[src/rtl/mips_run_monitor.sv]
// Run controller and monitor for the single-cycle MIPS core: gates the core with a clock
// enable, counts RUN cycles and data-memory writes, and ends a run on program exit (END),
// a PC self-loop (LOOP) or an exhausted cycle budget (TIMEOUT).
module mips_run_monitor #(
    parameter int unsigned ADDR_W      = 32,
    parameter int unsigned DATA_W      = 32,
    parameter int unsigned INST_COUNT  = 15,
    parameter int unsigned MAX_CYCLES  = 1777,
    parameter int unsigned STALL_LIMIT = 4,
    parameter int unsigned CNT_W       = 32
) (
    input  logic              clk,
    input  logic              rst_n,
    input  logic              start_i,
    input  logic [ADDR_W-1:0] inst_addr_i,
    input  logic              mem_write_i,
    input  logic [ADDR_W-1:0] mem_addr_i,
    input  logic [DATA_W-1:0] mem_wdata_i,
    output logic              core_en_o,
    output logic              done_o,
    output logic [1:0]        halt_cause_o,
    output logic [CNT_W-1:0]  cycle_count_o,
    output logic [CNT_W-1:0]  wr_count_o,
    output logic [ADDR_W-1:0] last_waddr_o,
    output logic [DATA_W-1:0] last_wdata_o
);

    localparam int unsigned StallW = $clog2(STALL_LIMIT + 1);

    // First byte address past the loaded program.
    localparam logic [ADDR_W-1:0] EndAddr   = ADDR_W'(4 * INST_COUNT);
    // Count value held before the final budgeted cycle is counted.
    localparam logic [CNT_W-1:0]  LastCycle = CNT_W'(MAX_CYCLES - 1);
    localparam logic [StallW-1:0] StallLast = StallW'(STALL_LIMIT - 1);

    localparam logic [1:0] CauseNone    = 2'd0;
    localparam logic [1:0] CauseEnd     = 2'd1;
    localparam logic [1:0] CauseLoop    = 2'd2;
    localparam logic [1:0] CauseTimeout = 2'd3;

    typedef enum logic [1:0] {StIdle, StRun, StDone} state_e;

    state_e            state_q, state_d;
    logic [CNT_W-1:0]  cycle_q, cycle_d;
    logic [CNT_W-1:0]  wr_q, wr_d;
    logic [ADDR_W-1:0] waddr_q, waddr_d;
    logic [DATA_W-1:0] wdata_q, wdata_d;
    logic [1:0]        cause_q, cause_d;
    logic [ADDR_W-1:0] prev_addr_q, prev_addr_d;
    logic              prev_valid_q, prev_valid_d;
    logic [StallW-1:0] stall_q, stall_d;

    logic pc_repeat, hit_end, hit_loop, hit_timeout;

    // Halt conditions for the RUN cycle currently being counted.
    always_comb begin
        pc_repeat   = prev_valid_q && (inst_addr_i == prev_addr_q);
        hit_end     = (inst_addr_i >= EndAddr);
        hit_loop    = pc_repeat && (stall_q == StallLast);
        hit_timeout = (cycle_q == LastCycle);
    end

    // Next-state: start/restart clears, RUN counts and captures, halts move to DONE.
    always_comb begin
        state_d      = state_q;
        cycle_d      = cycle_q;
        wr_d         = wr_q;
        waddr_d      = waddr_q;
        wdata_d      = wdata_q;
        cause_d      = cause_q;
        prev_addr_d  = prev_addr_q;
        prev_valid_d = prev_valid_q;
        stall_d      = stall_q;
        unique case (state_q)
            StIdle, StDone: begin
                if (start_i) begin
                    state_d      = StRun;
                    cycle_d      = '0;
                    wr_d         = '0;
                    waddr_d      = '0;
                    wdata_d      = '0;
                    cause_d      = CauseNone;
                    prev_addr_d  = '0;
                    prev_valid_d = 1'b0;
                    stall_d      = '0;
                end
            end
            StRun: begin
                cycle_d = (cycle_q == '1) ? cycle_q : cycle_q + CNT_W'(1);
                if (mem_write_i) begin
                    wr_d    = (wr_q == '1) ? wr_q : wr_q + CNT_W'(1);
                    waddr_d = mem_addr_i;
                    wdata_d = mem_wdata_i;
                end
                prev_addr_d  = inst_addr_i;
                prev_valid_d = 1'b1;
                stall_d      = pc_repeat ? stall_q + StallW'(1) : '0;
                if (hit_end) begin
                    cause_d = CauseEnd;
                    state_d = StDone;
                end else if (hit_loop) begin
                    cause_d = CauseLoop;
                    state_d = StDone;
                end else if (hit_timeout) begin
                    cause_d = CauseTimeout;
                    state_d = StDone;
                end
            end
            default: state_d = StIdle;
        endcase
    end

    // State and monitor registers; reset drops core_en without waiting for a clock.
    always_ff @(posedge clk or negedge rst_n) begin
        if (!rst_n) begin
            state_q      <= StIdle;
            cycle_q      <= '0;
            wr_q         <= '0;
            waddr_q      <= '0;
            wdata_q      <= '0;
            cause_q      <= CauseNone;
            prev_addr_q  <= '0;
            prev_valid_q <= 1'b0;
            stall_q      <= '0;
        end else begin
            state_q      <= state_d;
            cycle_q      <= cycle_d;
            wr_q         <= wr_d;
            waddr_q      <= waddr_d;
            wdata_q      <= wdata_d;
            cause_q      <= cause_d;
            prev_addr_q  <= prev_addr_d;
            prev_valid_q <= prev_valid_d;
            stall_q      <= stall_d;
        end
    end

    assign core_en_o     = (state_q == StRun);
    assign done_o        = (state_q == StDone);
    assign halt_cause_o  = cause_q;
    assign cycle_count_o = cycle_q;
    assign wr_count_o    = wr_q;
    assign last_waddr_o  = waddr_q;
    assign last_wdata_o  = wdata_q;

endmodule

[config.mk]
export PLATFORM = sky130hd
export DESIGN_NAME = mips_run_monitor
export DESIGN_NICKNAME = d
export VERILOG_FILES = /design/src/rtl/mips_run_monitor.sv
export SDC_FILE = /design/constraint.sdc
export NUM_CORES = 1
export LEC_CHECK = 0
export ABC_CLOCK_PERIOD_IN_PS = 3800
export BUFFER_PORTS_ARGS = -buffer_cell sky130_fd_sc_hd__buf_4
export CAP_MARGIN = 20
export CORE_MARGIN = 2
export CORE_UTILIZATION = 45
export CTS_CLUSTER_DIAMETER = 40
export DETAILED_ROUTE_END_ITERATION = 10
export HOLD_SLACK_MARGIN = 0.08
export PLACE_DENSITY = 0.71
export SLEW_MARGIN = 20
export SYNTH_ARGS = -nofsm -noshare
export SYNTH_HDL_FRONTEND = slang
export SYNTH_SLANG_ARGS = --single-unit
[constraint.sdc]
create_clock -name clk -period 3.8 [get_ports clk]
set_input_delay 0.38 -clock clk [delete_from_list [all_inputs] [get_ports clk]]
set_output_delay 0.38 -clock clk [all_outputs]
set_load 0.01 [all_outputs]
# After elaboration in Yosys (flattened, before gate mapping)

Cells that the tools add are included.
Widths: inputs -> output; s select.

Register bits after elaboration: 168
Logic and storage cells: 62

Add/sub/neg operators: 3
Magnitude comparators: 1
Equal/unequal tests: 12
Muxes and demuxes: 26
Reductions and logical operators: 11

Operators with widths:

| kind                  | number |
|---|---|
| $pmux 32 s2           | 5 |
| $mux 32               | 6 |
| $add 32x1->32 const B | 2 |
| $eq 32x32->1 const B  | 2 |
| $eq 32x11->1 const B  | 1 |
| $eq 32x32->1          | 1 |
| $ge 32x6->1 const B   | 1 |
| $mux 2                | 8 |
| $reduce_and 3->1      | 3 |
| $ne 2x2->1 const B    | 4 |
| $pmux 2 s2            | 2 |
| $mux 3                | 2 |
| $pmux 3 s2            | 1 |
| $ne 4x1->1 const B    | 1 |
| $reduce_and 2->1      | 2 |
| $reduce_and 4->1      | 1 |
| $add 3x1->3 const B   | 1 |
| $eq 3x2->1 const B    | 1 |
| $eq 2x1->1 const B    | 1 |
| $eq 2x2->1 const B    | 1 |
| $logic_and 1x1->1     | 2 |
| $logic_not 2->1       | 1 |
| $pmux 1 s2            | 1 |
| $reduce_bool 2->1     | 1 |
| other kinds (2)       | 2 |

# Depth between registers and ports, before layout

Depth in word-level cells: 6
Mapped depth: 9
Mapped depth without buffers: 8

# Worst setup path before layout

OpenSTA, ideal clock, no wires.

Path type: flip-flop to flip-flop
Start point: register wr_q[0], in the netlist wr_count_o[0]
End point: register wr_q[5], in the netlist wr_count_o[5]
Data arrival time: 1.733 ns
Data required time: 3.668 ns
Slack: 1.935 ns
Stages on the path, launching flop included: 9
Buffers on the path: 1
Path through: dfrtp_1 > ha_1 > and2_1 > and4_1 > a31oi_1 > buf_2 > nand4_1 > xor2_1 > nor2_1

Cells in the longest elaborated chain, start to end: 4

Ends and longest elaborated chain:

| what                   | RTL line | source |
|---|---|---|
| from (decl)            | 45       | `logic [CNT_W-1:0] wr_q, wr_d;` |
| from (signal assigned) | 128      | `wr_q <= wr_d;` |
| $add 32x1->32          | 91       | `wr_d = (wr_q == '1) ? wr_q : wr_q + CNT_W'(1);` |
| $mux 32                | 91       |  |
| $mux 32                | 90       | `if (mem_write_i) begin` |
| $pmux 32 s2            | 74       | `unique case (state_q)` |

Parallel ways exist; a longest one is shown, timed or not. The select of a mux whose other input is x is not followed.
A chain may end at the register's enable or synchronous reset.

# Worst setup path after layout

Start point: register state_q[0]
End point: register cycle_q[8], in the netlist cycle_count_o[8]

Cells in the longest elaborated chain, start to end: 4

Ends and longest elaborated chain:

| what                                                             | RTL line | source |
|---|---|---|
| from (decl)                                                      | 43       | `state_e state_q, state_d;` |
| from (signal assigned)                                           | 116      | `state_q <= StIdle;` |
| from (signal assigned)                                           | 126      | `state_q <= state_d;` |
| $eq 2x2->1 or $logic_not 2->1 (tied branches)                    | 74       |  |
| $reduce_or 2->1                                                  | 74       |  |
| $ne 2x2->1 (no source line) or $reduce_bool 2->1 (tied branches) | --       |  |
| $reduce_and 3->1 (no source line)                                | --       |  |
| to (signal assigned)                                             | 127      | `cycle_q <= cycle_d;` |
| to (decl)                                                        | 44       | `logic [CNT_W-1:0] cycle_q, cycle_d;` |

Parallel ways exist; a longest one is shown, timed or not.

==> results.txt <==
Number of distinct library cells after synthesis: 51
Last element of the critical path: cycle_count_o[8]
Crit path required time: 4.09 ns
Flip-flop and latch area: 4200 um2
Most instantiated library cell after synthesis: sky130_fd_sc_hd__dfrtp_1
Ratio of final minimum period to clock period: 63.9%
Largest net degree at the start of global routing: 132
Layout overhead on the synthesized area: 32.1%
Synth async-reset ratio: 100%
Core ar.: 17300 um2
FP Rows: 48
Seq cells post-synth: 168
Number of iterations in the first detailed-routing pass: 6
Cell type contributing the most total cell area after synthesis: sky130_fd_sc_hd__dfrtp_1
Worst R2R Path Depth: 7
Crit Path Max Fanout: 68
Post-layout instance area: 10500 um2
End of the worst register-to-register path: cycle_count_o[8]
Clock slew seen by the registers of the worst setup and hold paths: 0.06 ns
Count of input and output buffers: 231
Clock Skew: 0.00568 ns
CTS tree: yes
Combined area of the multi-input logic cells: 3570 um2
Overall power: 4.33 mW
Total GRT Usage: 22.1%
Yosys Warn Count: 0
Total number of nets in the final design: 1157
DRT antenna net count: 0
Critical Path End Type: register
Number of setup violations in the final report: 0
CTS max path bufs: 2
VDD IR max: 0.318 mV
Setup TNS after final layout: 0 ns
Detail-routed net length per standard cell: 16.2 um
Io pins: 232
Biggest area contributors in the synthesized netlist: sky130_fd_sc_hd__dfrtp_1 (53%), sky130_fd_sc_hd__nand2_1 (7.9%), sky130_fd_sc_hd__xnor2_1 (4.8%)
Number of buffers created by CTS: 17
Max-cap violations: 0
Primary FF master, synth: sky130_fd_sc_hd__dfrtp_1
Overflow left after global routing: 0
Die Y-Extent: 137 um
WL final: 20900 um
GPL Wtd Cong: 0.810
Number of enable-type register cells in the synthesized netlist: 0
Startpoint type of the worst setup path: register
Iter 0 DRT Violations: 438
H-tree depth: 4
Combined area of all synthesized cells: 7960 um2
Vias in the first global route: 6381
Reg2Reg Setup Slack: 1.37 ns
Commonest cells in the netlist: sky130_fd_sc_hd__dfrtp_1 (168), sky130_fd_sc_hd__nand2_1 (167), sky130_fd_sc_hd__nor2_1 (79)
Worst slew slack as a fraction of its limit: 50.3%
Beginning of the worst register-to-register path: state_q[0]
Share of final-layout standard cells stronger than drive strength 1: 26.7%
Critical path start-end classification: register to register
Clock Root Buffer: sky130_fd_sc_hd__clkbuf_16
Starting Density: 46.0%
Power per Cell Area: 412 nW/um2
Post-Synthesis Cells: 833
Final Hold Vio Count: 0
Die outline area: 18800 um2
Leakage power: 4.97 nW
Setup repair after global routing missed its margin: no
Start point of the critical path: state_q[0]
Max Clock Freq: 412 MHz
Start point of the worst hold path: mem_addr_i[24]
Count of inserted antenna diode cells: 0
Cell area after placement: 9900 um2
Routed via count: 6904
First-pass GRT wire length: 32500 um
Setup Buffers After CTS: 0
Post-synthesis area per instance: 9.55 um2
Post-synthesis sequential area ratio: 52.8%
Initial antenna violation count: 0
Worst slew pin tran: 0.745 ns
Fraction of synthesized cell area taken by the top area cell type: 52.8%
Arrival time of the worst setup path: 2.72 ns
Outcome: finished, final reports clean
Clk Latency, worst-skew pair: 0.42 ns
Final Max Tran Viols: 0
HPWL Detailed: 14700 um
Post-synthesis net count: 938
Vias/cell: 5.36
CTS sink count: 168
Die extent in x: 137 um
Residual DRC count: 0
Filler instances: 1526
Minimum clock period: 2.43 ns
Hold Path Class: primary input to register
layout by cell type, fill, tap and decap left out, types with 10 or more instances in the layout:
cell,count
sky130_fd_sc_hd__nor3_1,13
sky130_fd_sc_hd__a22o_1,31
sky130_fd_sc_hd__o21ai_0,70
sky130_fd_sc_hd__xnor2_1,44
sky130_fd_sc_hd__nor4_1,17
sky130_fd_sc_hd__clkbuf_16,17
sky130_fd_sc_hd__nand2_1,167
sky130_fd_sc_hd__and4_1,10
sky130_fd_sc_hd__nor2_1,78
sky130_fd_sc_hd__buf_4,237
sky130_fd_sc_hd__nand4_1,37
sky130_fd_sc_hd__nand3_1,38
sky130_fd_sc_hd__dfrtp_1,168
sky130_fd_sc_hd__xor2_1,43
sky130_fd_sc_hd__and3_1,11
per-layer routing:
metal / up-vias / track usage, % / wire length [um]
met5: - / 0 / 0
met4: 0 / 6.47 / 315
met3: 27 / 5.48 / 1590
met2: 224 / 35.8 / 9780
met1: 3330 / 29.3 / 9180
li1: 3323 / - / -
critical path: stages (launching register included):
cell and delay, ns:
sky130_fd_sc_hd__dfrtp_1 0.47, sky130_fd_sc_hd__nand2b_2 0.18, sky130_fd_sc_hd__buf_4 0.57, sky130_fd_sc_hd__nand2_1 0.43
sky130_fd_sc_hd__and3_2 0.35, sky130_fd_sc_hd__nand3_1 0.09, sky130_fd_sc_hd__xor2_1 0.15, sky130_fd_sc_hd__nor2_1 0.05
cell type report:
cell class	instances	area share, %
clock buffer	20	4.16
clock inverter	10	1.24
inverter	9	0.321
multi-input combinational	615	34.0
sequential	168	40.0
tap	225	2.68
timing repair buffer	241	17.6
flip-flops by register name, indices dropped and copies added (netlist names):
register       count
prev_addr_q       32
last_wdata_o      32
state_q            2
halt_cause_o       2
wr_count_o        32
prev_valid_q       1
stall_q            3
cycle_count_o     32
last_waddr_o      32
through the flow:
step	utilization (%)	std cells	hold slack [ns]	setup WS (ns)
after floorplan	-	833	0.0844	1.94
after global placement	57.3	1256	0.264	1.40
after detailed placement	57.3	1256	0.260	1.36
after CTS	60.6	1287	0.142	1.35
after global routing	60.8	1288	0.149	1.21
final	60.8	1288	0.158	1.37
worst min-delay path by stage:
| stage | to | cells past startpoint |
|---|---|---|
| 3_3_place_gp | last_wdata_o[25] | 1 |
| 4_1_cts | last_waddr_o[24] | 3 |
| 3_5_place_dp | last_wdata_o[25] | 1 |
| 6_report | last_waddr_o[24] | 3 |
| 2_1_floorplan | cycle_count_o[0] | 0 |
| 5_1_grt | last_waddr_o[24] | 3 |
cells by family after synthesis:
family	Yosys count	synth area share, %
AOI/OAI and AO/OA	122	9.81
xor gates and xnor gates	87	9.58
adders and majority gates	5	0.786
buffers and inverters	50	2.45
DFF	168	52.8
and+or+nand+nor	401	24.5
power breakdown:
part	switching (mW)	internal [mW]
combinational	0.335	0.300
clock	0.675	1.02
sequential	0.0887	1.91
timing repair:
action	4_1_cts	5_1_grt
hold buffers	1	0
hold endpoints to repair	25	0
resized for setup	0	0
(Power assumes the default switching activity.)
